==> config.mk <==
export PLATFORM = sky130hd
export DESIGN_NAME = pixel_mem_reader_flat
export DESIGN_NICKNAME = d
export VERILOG_FILES = /design/src/rtl/pixel_mem_reader_if.sv /design/src/rtl/pixel_mem_reader.sv /design/src/flat_wrapper.sv
export SDC_FILE = /design/constraint.sdc
export NUM_CORES = 1
export LEC_CHECK = 0
export CAP_MARGIN = 20
export CORE_MARGIN = 4
export CORE_UTILIZATION = 54
export CTS_CLUSTER_DIAMETER = 200
export DETAILED_ROUTE_END_ITERATION = 8
export GPL_TIMING_DRIVEN = 0
export PLACE_DENSITY = 0.86
export SLEW_MARGIN = 20
export SYNTH_ARGS = -nofsm -noshare
export SYNTH_HDL_FRONTEND = slang
export SYNTH_SLANG_ARGS = --single-unit
==> constraint.sdc <==
create_clock -name clk -period 4.8 [get_ports clk]
set_clock_uncertainty 0.1 [all_clocks]
set_input_delay 1.44 -clock clk [delete_from_list [all_inputs] [get_ports clk]]
set_output_delay 1.44 -clock clk [all_outputs]
set_load 0.05 [all_outputs]
==> src/rtl/pixel_mem_reader_if.sv <==
// Pixel memory port-A and pixel stream bundle used by pixel_mem_reader.
// master = reader side, slave = memory/consumer side.
interface pixel_mem_reader_if #(
   parameter int ADDR_W = 10,
   parameter int DATA_W = 8
) ();
   logic              sel;
   logic [ADDR_W-1:0] mem_addr;
   logic [DATA_W-1:0] mem_q;
   logic [DATA_W-1:0] px_data;
   logic              px_valid;
   logic              px_ready;
   logic              px_last;

   modport master (
      output sel, mem_addr, px_data, px_valid, px_last,
      input  mem_q, px_ready
   );

   modport slave (
      input  sel, mem_addr, px_data, px_valid, px_last,
      output mem_q, px_ready
   );
endinterface

==> src/rtl/pixel_mem_reader.sv <==
// pixel_mem_reader: walks a wrapping address range on pixel memory port A,
// absorbs the one-cycle read latency with a 2-entry FIFO and streams the
// pixels out over valid/ready with a last marker.
// Optional feature macro: PIXEL_MEM_READER_ABORT_EN (adds the abort input).
module pixel_mem_reader #(
   parameter int ADDR_W = 10,
   parameter int DATA_W = 8
) (
   input  logic              clk,
   input  logic              rst,
   input  logic              start,
   input  logic [ADDR_W-1:0] base_addr,
   input  logic [ADDR_W:0]   length,
`ifdef PIXEL_MEM_READER_ABORT_EN
   input  logic              abort,
`endif
   output logic              busy,
   output logic              done,
   pixel_mem_reader_if.master bus
);

   typedef enum logic [1:0] {IDLE, READ, DRAIN} state_t;

   localparam logic [ADDR_W:0] DEPTH = {1'b1, {ADDR_W{1'b0}}};

   state_t            state_reg, state_next;
   logic [ADDR_W-1:0] addr_reg;
   logic [ADDR_W:0]   remaining_reg;
   logic              rd_pending_reg;
   logic              rd_last_reg;
   logic [1:0]        count_reg;
   logic              rd_ptr_reg, wr_ptr_reg;
   logic              done_reg;
   logic [DATA_W-1:0] fifo_data [2];
   logic              fifo_tag  [2];

   logic              pop, issue, head_last, abort_hit;
   logic [ADDR_W:0]   len_clamped;

`ifdef PIXEL_MEM_READER_ABORT_EN
   assign abort_hit = abort && (state_reg != IDLE);
`else
   assign abort_hit = 1'b0;
`endif

   assign len_clamped = (length > DEPTH) ? DEPTH : length;
   assign pop         = (count_reg != 2'd0) && bus.px_ready;
   assign head_last   = (count_reg != 2'd0) && fifo_tag[rd_ptr_reg];

   assign busy         = (state_reg != IDLE);
   assign done         = done_reg;
   assign bus.sel      = busy;
   assign bus.mem_addr = addr_reg;
   assign bus.px_valid = (count_reg != 2'd0);
   assign bus.px_data  = (count_reg != 2'd0) ? fifo_data[rd_ptr_reg] : '0;
   assign bus.px_last  = head_last;

   // State register.
   always_ff @(posedge clk) begin
      if (rst) state_reg <= IDLE;
      else     state_reg <= state_next;
   end

   // Next-state and read-issue decision; an issue is allowed only when the
   // FIFO is guaranteed a free slot for the data returning next cycle.
   always_comb begin
      state_next = state_reg;
      issue      = 1'b0;
      case (state_reg)
         IDLE: begin
            if (start && (len_clamped != '0)) state_next = READ;
         end
         READ: begin
            if ((remaining_reg != '0) &&
                (({1'b0, count_reg} + {2'b00, rd_pending_reg}) < (3'd2 + {2'b00, pop})))
               issue = 1'b1;
            if ((remaining_reg == '0) || (issue && (remaining_reg == 1)))
               state_next = DRAIN;
         end
         DRAIN: begin
            if (pop && head_last) state_next = IDLE;
         end
         default: state_next = IDLE;
      endcase
      if (abort_hit) begin
         state_next = IDLE;
         issue      = 1'b0;
      end
   end

   // Address walk, pending-read tracking, FIFO occupancy and done pulse.
   always_ff @(posedge clk) begin
      if (rst) begin
         addr_reg       <= '0;
         remaining_reg  <= '0;
         rd_pending_reg <= 1'b0;
         rd_last_reg    <= 1'b0;
         count_reg      <= 2'd0;
         rd_ptr_reg     <= 1'b0;
         wr_ptr_reg     <= 1'b0;
         done_reg       <= 1'b0;
      end else begin
         done_reg <= 1'b0;
         if ((state_reg == IDLE) && start) begin
            addr_reg      <= base_addr;
            remaining_reg <= len_clamped;
            if (len_clamped == '0) done_reg <= 1'b1;
         end
         rd_pending_reg <= issue;
         if (issue) begin
            addr_reg      <= addr_reg + 1'b1;
            remaining_reg <= remaining_reg - 1'b1;
            rd_last_reg   <= (remaining_reg == 1);
         end
         if (rd_pending_reg) wr_ptr_reg <= ~wr_ptr_reg;
         if (pop)            rd_ptr_reg <= ~rd_ptr_reg;
         count_reg <= count_reg + {1'b0, rd_pending_reg} - {1'b0, pop};
         if ((state_reg == DRAIN) && pop && head_last) done_reg <= 1'b1;
         if (abort_hit) begin
            count_reg      <= 2'd0;
            rd_pending_reg <= 1'b0;
            rd_ptr_reg     <= 1'b0;
            wr_ptr_reg     <= 1'b0;
            remaining_reg  <= '0;
            done_reg       <= 1'b1;
         end
      end
   end

   // FIFO storage: captures the memory read data the cycle after an issue.
   always_ff @(posedge clk) begin
      if (rd_pending_reg) begin
         fifo_data[wr_ptr_reg] <= bus.mem_q;
         fifo_tag[wr_ptr_reg]  <= rd_last_reg;
      end
   end

endmodule

==> src/flat_wrapper.sv <==
// flat-port wrapper written by rule: the top's interface ports become plain ports
module pixel_mem_reader_flat 
#(
   parameter int ADDR_W = 10,
   parameter int DATA_W = 8
)
  (clk, rst, start, base_addr, length, busy, done, bus_sel, bus_mem_addr, bus_px_data, bus_px_valid, bus_px_last, bus_mem_q, bus_px_ready);
  pixel_mem_reader_if #(.ADDR_W(ADDR_W), .DATA_W(DATA_W)) bus_i ();
  input  logic clk;
  input  logic rst;
  input  logic start;
  input  logic [ADDR_W-1:0] base_addr;
  input  logic [ADDR_W:0] length;
  output logic busy;
  output logic done;
  output wire logic [$bits(bus_i.sel)-1:0] bus_sel;
  output wire logic [$bits(bus_i.mem_addr)-1:0] bus_mem_addr;
  output wire logic [$bits(bus_i.px_data)-1:0] bus_px_data;
  output wire logic [$bits(bus_i.px_valid)-1:0] bus_px_valid;
  output wire logic [$bits(bus_i.px_last)-1:0] bus_px_last;
  input wire logic [$bits(bus_i.mem_q)-1:0] bus_mem_q;
  input wire logic [$bits(bus_i.px_ready)-1:0] bus_px_ready;
  assign bus_sel = bus_i.sel;
  assign bus_mem_addr = bus_i.mem_addr;
  assign bus_px_data = bus_i.px_data;
  assign bus_px_valid = bus_i.px_valid;
  assign bus_px_last = bus_i.px_last;
  assign bus_i.mem_q = bus_mem_q;
  assign bus_i.px_ready = bus_px_ready;
  pixel_mem_reader #(.ADDR_W(ADDR_W), .DATA_W(DATA_W)) u_core (.clk(clk), .rst(rst), .start(start), .base_addr(base_addr), .length(length), .busy(busy), .done(done), .bus(bus_i));
endmodule
==> flow_summary_export.csv, run 1 <==
group,metric,value,unit
cts,clk_latency,0.30,ns
die,start_util,56.0,%
global_route,grt_overflow,0,
cts,numCtsBuffers,5,
critical_path,cp.depth,4,
global_route,first_global_vias,2062,
sta,fmax,0.259,GHz
pwr,leakage,1.11,nW
cts,cts_tree,"yes",
final_layout,layout_commonest_cell,"clkdlybuf4s50_1",
global_route,grt_max_degree,17,
placement,pre_cts_slack,1.25,ns
placement,dpl.cell_count,363,
placement,gp_congestion,0.876,
final_layout,largest_register_ffs,16,
critical_path,timing.rr.start,"u_core.remaining_reg[0]",
sta,fin_setup_tns,0,ns
cts,clk_pin_slew,0.09,ns
hold_path,hold_path.class,"flop to flop",
sta,rsz0062_at_grt,"false",
pwr,ir_worst_vdd,0.000298,V
routing,drtIter0Drc,132,
die,num_rows,24,
cts,hold_buffers,0,
pwr,p_total,1.80,mW
critical_path,rr_worst_depth,8,
run,maxCapViolCount,0,
synth,yosys_most_used_dff,"dfxtp_1",
critical_path,r2r-end,"u_core.bus.mem_addr[7]",
synth,syn_area,2450,sq um
final_layout,drive_gt1_share,7.21,%
critical_path,crit_buf_inv,2,
die,chipWidth,75.4,um
die,die_height,75.4,um
outcome,status,"completed",
cts,cts_sinks,49,
placement,dp_hpwl,4510,um
sta,finalCritPeriodShare,80.5,%
pwr,p_per_area,570,nW/um^2
critical_path,critical_path_class,"flop to output pin",
synth,synth-async-reset-ratio,0,%
sta,slew_headroom,50.4,%
final_layout,fin_cells,371,
synth,synthCells,256,
cts,cts_buffer_depth,2,
synth,synth_warnings,0,
routing,routed_via_density,5.98,
global_route,grt_first_pass_wirelength,9460,um
final_layout,mostFrequentLayoutCells,"clkdlybuf4s50_1 (55), dfxtp_1 (31), nor2_1 (28), nand2_1 (25), a21oi_1 (19)",
critical_path,cp.required,3.26,ns
cts,cts_resized,0,
synth,synth_edf_count,18,
routing,antenna_left,0,
placement,numPortBuffers,55,
cts,h-tree-depth,2,
critical_path,start_kind,"flop",
synth,syn_nets,296,
sta,slew_violations,0,
global_route,track_usage,21.6,%
routing,wl,6000,um
critical_path,cp_top_family,"buffers and inverters",
critical_path,cpMaxStageDelayCell,"clkdlybuf4s50_1",
synth,ys_seq_elements,49,
hold_path,holdPathEnd,"u_core.fifo_tag[1]",
sta,min_period,3.86,ns
synth,ys_seq_area_share,47.3,%
sta,worst_slack,0.937,ns
critical_path,ff2ff_setup_slack,2.49,ns
synth,yosysUniqueCellTypes,48,
hold_path,min_from,"u_core.rd_last_reg",
routing,route.detailed.drc,0,
cts,cts_setup_buffers,0,
critical_path,crit_chain,"clkbuf_1 -> mux2i_1 -> nor2_1 -> clkdlybuf4s50_1",
sta,setup_violations,0,
final_layout,antenna_cells,0,
critical_path,crit_fanout,9,
die,die-area,5690,sq um
routing,drt_pass1_iterations,5,
sta,tightest_slew,0.741,ns
final_layout,fin_nets,358,
die,coreArea,4380,sq um
critical_path,max_stage_delay,0.82,ns
final_layout,syn2layout_area_growth,28.7,%
hold_path,holdPathStages,0,
die,ios,56,
sta,fin_hold_ws,0.364,ns
synth,syn_area_per_cell,9.59,sq um
routing,post_drt_wl_per_cell,16.2,um
global_route,antenna_found_initial,0,
critical_path,setup.worst_path.end_class,"output pin",
critical_path,arrival,2.32,ns
cts,root_buffer,"clkbuf_8",
sta,hold_violations,0,
routing,via_count,2219,
[cell families after synthesis]
logic type	after synthesis	synth area share, %
DFF	49	47.3
AOI/OAI and AO/OA	61	16.4
adders and majority gates	7	3.57
buffers and inverters	21	3.82
and+or+nand+nor	102	22.6
muxes	11	4.49
xor gates and xnor gates	5	1.78
[cell usage after synthesis (6+ instances only)]
cell type	count	area share (%)
dfxtp_1	31	25
nor2_1	28	4.3
nand2_1	25	3.8
a21oi_1	19	3.9
edfxtp_1	18	22
inv_1	12	1.8
nand3_1	12	2.4
mux2i_1	11	4.5
a31oi_1	9	2.3
ha_1	7	3.6
o211ai_1	6	1.8
[through the flow]
stage / util [%] / cell area (sq um)
after floorplan: - / 2450
after global routing: 72.1 / 3160
after CTS: 72.1 / 3160
after global placement: 70.0 / 3070
final: 72.1 / 3160
after detailed placement: 70.0 / 3070
[per-layer routing]
layer  GRT usage, %  part of all wire, %  vias up
li1               -                    -     1075
met1           27.6                   41     1027
met2           37.2                   50      112
met3           4.49                  8.2        5
met4           6.02                 0.63        0
met5              0                    0        -
[area by class of cell]
| cell class | count | area [sq um] |
|---|---|---|
| clock buffers | 5 | 68.8 |
| plain buffers | 9 | 48.8 |
| inverters | 12 | 45.0 |
| clock inverters | 3 | 21.3 |
| flip-flops and latches | 49 | 1160 |
| repair buffers | 55 | 551 |
| fillers | 349 | 1220 |
| well taps | 52 | 65.1 |
| multi-input cells | 186 | 1200 |
[worst max-delay path by stage]
stage	slack [ns]	to	from
floorplan	1.72	bus_px_last	flop
global placement	1.26	bus_px_last	flop
detailed placement	1.25	bus_px_last	flop
CTS	0.92	bus_px_last	flop
global route	0.79	bus_px_last	flop
finish	0.94	bus_px_last	flop
[report_power, final]
part / internal [mW] / switching, mW / total, mW / leakage, nW
Sequential: 0.514 / 0.0882 / 0.602 / 0.419
Combinational: 0.363 / 0.586 / 0.949 / 0.650
Clock: 0.104 / 0.146 / 0.250 / 0.0445
Power figures use the tool's default switching activity.
==> inputs of run 2 (changes only) <==
CORE_UTILIZATION = 50   (was 54)
PLACE_DENSITY = 0.81   (was 0.86)
clock period = 4.01 ns   (was 4.8 ns; I/O delays follow)
==> run 2 against run 1 <==
Via count fell by 2.6%; critical path type unchanged; worst hold slack lost 0.0014 ns; final cell count rose by 4.0%; sequential power rose by 19%; core utilization decreased by 5.1 points; largest power group unchanged; first-iteration DRC count decreased by 30%; flip-flop and latch count stayed put.
==> flow_summary_export.csv, run 2 (synthesized netlist as in run 1, its figures left out) <==
group,metric,value,unit
outcome,status,"completed",
sta,worst_slack,0.392,ns
routing,wl,5780,um
sta,finalCritPeriodShare,90.2,%
placement,dp_hpwl,4140,um
hold_path,min_from,"u_core.rd_last_reg",
critical_path,cp.required,2.71,ns
routing,route.detailed.drc,0,
final_layout,largest_register_ffs,16,
critical_path,crit_fanout,9,
final_layout,fin_cells,386,
hold_path,holdPathEnd,"u_core.fifo_tag[1]",
die,die-area,6090,sq um
final_layout,multi_input_area,1200,sq um
cts,cts_setup_buffers,0,
cts,hold_buffers,0,
sta,rsz0062_at_grt,"false",
critical_path,ff2ff_setup_slack,1.69,ns
critical_path,arrival,2.31,ns
die,ios,56,
global_route,antenna_found_initial,0,
global_route,first_global_vias,2027,
final_layout,syn2layout_area_growth,29.7,%
sta,slew_violations,0,
final_layout,antenna_cells,0,
die,coreArea,4750,sq um
critical_path,cpMaxStageDelayCell,"clkdlybuf4s50_1",
routing,post_drt_wl_per_cell,15.0,um
cts,numCtsBuffers,5,
run,maxCapViolCount,0,
sta,hold_violations,0,
routing,via_count,2162,
die,num_rows,25,
cts,clk_latency,0.31,ns
critical_path,max_stage_delay,0.82,ns
critical_path,critical_path_class,"flop to output pin",
final_layout,fin_nets,358,
cts,cts_resized,0,
pwr,p_per_area,676,nW/um^2
critical_path,rr_worst_depth,8,
global_route,grt_max_degree,18,
routing,antenna_left,0,
sta,tightest_slew,0.718,ns
pwr,leakage,1.11,nW
cts,cts_tree,"yes",
critical_path,r2r-end,"u_core.bus.mem_addr[7]",
global_route,track_usage,19.3,%
global_route,grt_first_pass_wirelength,9430,um
cts,clk_pin_slew,0.09,ns
placement,pre_cts_slack,0.708,ns
final_layout,design_area,3180,sq um
final_layout,mostFrequentLayoutCells,"clkdlybuf4s50_1 (55), dfxtp_1 (31), nor2_1 (28), nand2_1 (25), a21oi_1 (19)",
sta,min_period,3.62,ns
hold_path,hold_path.class,"flop to flop",
final_layout,layout_commonest_cell,"clkdlybuf4s50_1",
placement,dpl.cell_count,378,
global_route,grt_overflow,0,
cts,h-tree-depth,2,
critical_path,crit_chain,"clkbuf_1 -> mux2i_1 -> nor2_1 -> clkdlybuf4s50_1",
final_layout,regArea,1160,sq um
placement,gp_congestion,0.866,
critical_path,start_kind,"flop",
sta,slew_headroom,52.0,%
critical_path,timing.rr.start,"u_core.remaining_reg[0]",
die,chipWidth,78.1,um
sta,fin_setup_tns,0,ns
hold_path,holdPathStages,0,
placement,numPortBuffers,55,
routing,routed_via_density,5.60,
critical_path,setup.worst_path.end_class,"output pin",
die,start_util,51.6,%
cts,root_buffer,"clkbuf_8",
final_layout,drive_gt1_share,7.21,%
placement,place_area,3090,sq um
sta,setup_violations,0,
routing,drtIter0Drc,93,
die,die_height,78.1,um
sta,fmax,0.276,GHz
sta,fin_hold_ws,0.362,ns
cts,cts_sinks,49,
final_layout,n_fill_cell,382,
pwr,ir_worst_vdd,0.000333,V
routing,drt_pass1_iterations,4,
cts,cts_buffer_depth,2,
run 2: how the worst max path moves through the flow:
stage                       end  slack, ns  depth (start not counted)
floorplan           bus_px_last       1.17                          3
global placement    bus_px_last       0.70                          4
detailed placement  bus_px_last       0.71                          4
CTS                 bus_px_last       0.36                          4
global route        bus_px_last       0.21                          4
finish              bus_px_last       0.39                          4
run 2: report_power, final:
part / total [mW] / switching [mW] / internal [mW]
combinational: 1.12 / 0.690 / 0.434
clock: 0.308 / 0.181 / 0.127
sequential: 0.719 / 0.104 / 0.615
total: 2.15 / 0.975 / 1.18
run 2: through the flow:
step	power, mW	utilization (%)
after global routing	2.28	67.0
after global placement	1.82	65.0
after CTS	2.15	67.0
final	2.15	67.0
after detailed placement	1.84	65.0
after floorplan	1.53	-
run 2: area by class of cell:
type / instances / share of cell area (%)
Inverter: 12 / 1.41
Clock buffer: 5 / 2.16
Clock inverter: 3 / 0.825
Tap cell: 67 / 2.63
Multi-Input combinational cell: 186 / 37.7
Sequential cell: 49 / 36.5
Buffer: 9 / 1.53
Timing Repair Buffer: 55 / 17.3
run 2: routing by layer:
metal | up-vias | track usage (%) | share of wire (%)
met1 | 989 | 24.8 | 43
met2 | 88 | 31.7 | 48
met5 | - | 0 | 0
met4 | 0 | 6.29 | 1.3
met3 | 11 | 4.93 | 7.5
li1 | 1074 | - | -
run 2: worst max-delay path: cells and delay by family, from the launching register on:
family | cells | cell delay (ns)
muxes | 1 | 0.24
and+or+nand+nor | 1 | 0.14
buffers and inverters | 2 | 1.32
DFF | 1 | 0.31
==> inputs of run 3 (changes only) <==
CORE_UTILIZATION = 30   (was 50)
PLACE_DENSITY = 0.53   (was 0.81)
==> run 3 against run 2 <==
Sequential share of layout area is 0.48 points lower; core utilization down 26 points; worst hold slack better by 0.0043 ns; non-clock buffer count did not move; cell area is 1.3% higher; clock-buffer cell count did not move; combinational power is essentially flat; flip-flop and latch count stayed put; fmax is 1.2% lower; power decreased by 0.30%; routed wire length is 4.1% higher; via count fell by 1.3%; critical endpoint unchanged; largest cell class unchanged.
==> flow_summary_export.csv, run 3 (synthesized netlist as in run 1, its figures left out) <==
group,metric,value,unit
routing,wl,6010,um
final_layout,final_util,41.1,%
global_route,first_global_vias,2139,
critical_path,r2r-end,"u_core.bus.mem_addr[7]",
hold_path,holdPathEnd,"u_core.rd_last_reg",
die,start_util,31.3,%
critical_path,timing.rr.start,"u_core.remaining_reg[0]",
pwr,switching_power,0.969,mW
sta,min_period,3.66,ns
cts,clk_pin_slew,0.10,ns
sta,finalCritPeriodShare,91.3,%
global_route,grt_first_pass_wirelength,10200,um
placement,gp_congestion,0.796,
critical_path,setup.worst_path.end_class,"output pin",
placement,pre_cts_slack,0.642,ns
sta,hold_violations,0,
pwr,leakage,1.11,nW
pwr,p_seq_share,33.4,%
run,maxCapViolCount,0,
critical_path,crit_chain,"clkbuf_1 -> mux2i_1 -> nor2_1 -> clkdlybuf4s50_1",
routing,drtIter0Drc,69,
die,coreArea,7850,sq um
cts,cts_setup_buffers,0,
sta,fmax,0.273,GHz
pwr,combinationalPowerShare,52.3,%
critical_path,cpMaxStageDelayCell,"clkdlybuf4s50_1",
cts,clk_latency,0.31,ns
cts,cts_sinks,49,
final_layout,fin_cells,421,
die,chipWidth,98.5,um
final_layout,n_fill_cell,810,
routing,routed_via_density,5.07,
routing,post_drt_wl_per_cell,14.3,um
final_layout,fin_nets,358,
placement,place_area,3130,sq um
final_layout,design_area,3230,sq um
sta,fin_hold_ws,0.367,ns
routing,via_count,2134,
final_layout,mostFrequentLayoutCells,"clkdlybuf4s50_1 (55), dfxtp_1 (31), nor2_1 (28), nand2_1 (25), a21oi_1 (19)",
sta,slew_headroom,49.5,%
pwr,clkPwrFrac,14.3,%
hold_path,min_from,"u_core.rd_last_reg",
critical_path,max_stage_delay,0.81,ns
sta,tightest_slew,0.755,ns
sta,slew_violations,0,
cts,cts_resized,0,
outcome,status,"completed",
pwr,ir_worst_vdd,0.000303,V
final_layout,largest_register_ffs,16,
critical_path,ff2ff_setup_slack,1.71,ns
pwr,p_int,1.18,mW
global_route,antenna_found_initial,0,
cts,cts_buffer_depth,2,
global_route,grt_overflow,0,
sta,setup_violations,0,
sta,rsz0062_at_grt,"false",
routing,route.detailed.drc,0,
critical_path,crit_fanout,9,
cts,cts_tree,"yes",
routing,drt_pass1_iterations,4,
die,die_height,98.5,um
cts,h-tree-depth,2,
placement,dpl.cell_count,413,
placement,dp_hpwl,4510,um
final_layout,layout_commonest_cell,"clkdlybuf4s50_1",
pwr,p_per_area,665,nW/um^2
critical_path,crit_buf_inv,2,
critical_path,critical_path_class,"flop to output pin",
final_layout,syn2layout_area_growth,31.4,%
sta,worst_slack,0.348,ns
placement,numPortBuffers,55,
critical_path,start_kind,"flop",
hold_path,hold_path.class,"flop to flop",
critical_path,cp.required,2.71,ns
die,ios,56,
cts,numCtsBuffers,5,
cts,root_buffer,"clkbuf_8",
critical_path,cp_top_family,"buffers and inverters",
sta,fin_setup_tns,0,ns
pwr,switching_share,45.2,%
critical_path,rr_worst_depth,8,
critical_path,arrival,2.36,ns
global_route,grt_max_degree,18,
final_layout,antenna_cells,0,
final_layout,drive_gt1_share,7.21,%
global_route,track_usage,12.8,%
hold_path,holdPathStages,2,
routing,antenna_left,0,
die,num_rows,32,
pwr,p_total,2.14,mW
cts,hold_buffers,0,
die,die-area,9690,sq um
[run 3: cell types whose count changed in the layout (fill, tap and decap cells not counted), sizes merged]
cell / change
inv: +1
clkinvlp: -1
[run 3: how the worst max path moves through the flow]
stage / start / slack (ns) / endpoint / cells past startpoint
global route: flop / 0.15 / bus_px_last / 4
global placement: flop / 0.62 / bus_px_last / 4
finish: flop / 0.35 / bus_px_last / 4
detailed placement: flop / 0.64 / bus_px_last / 4
floorplan: flop / 1.17 / bus_px_last / 3
CTS: flop / 0.30 / bus_px_last / 4
[run 3: area by class of cell]
type / count / area (sq um) / share of cell area, %
buffer: 9 / 48.8 / 1.51
clock inverter: 3 / 25.0 / 0.775
clock buffer: 5 / 68.8 / 2.13
inverter: 12 / 45.0 / 1.40
tap: 102 / 128 / 3.96
timing repair buffer: 55 / 551 / 17.1
multi-input combinational: 186 / 1200 / 37.2
sequential: 49 / 1160 / 36.0
[run 3: routing by layer]
layer  vias up  part of all wire [%]  GRT usage [%]  wire [um]
li1       1076                     -              -          -
met1       999                    48           16.9       2870
met2        54                    46           21.2       2780
met3         5                   5.4           3.54        323
met4         0                  0.73           2.63         44
met5         -                     0              0          0
[run 3: power groups by stage]
| stage | Clock, mW | Combinational [mW] | Sequential [mW] |
|---|---|---|---|
| global route | 0.336 | 1.24 | 0.735 |
| finish | 0.307 | 1.12 | 0.717 |
| floorplan | 0 | 0.750 | 0.780 |
| global placement | 0 | 1.12 | 0.727 |
| CTS | 0.320 | 1.13 | 0.718 |
| detailed placement | 0 | 1.12 | 0.730 |
[run 3: worst min-delay path, delay by kind of cell, from the launching register on]
family | cells | cell delay (ns)
AOI/OAI and AO/OA | 1 | 0.05
DFF | 1 | 0.33
and+or+nand+nor | 1 | 0.05
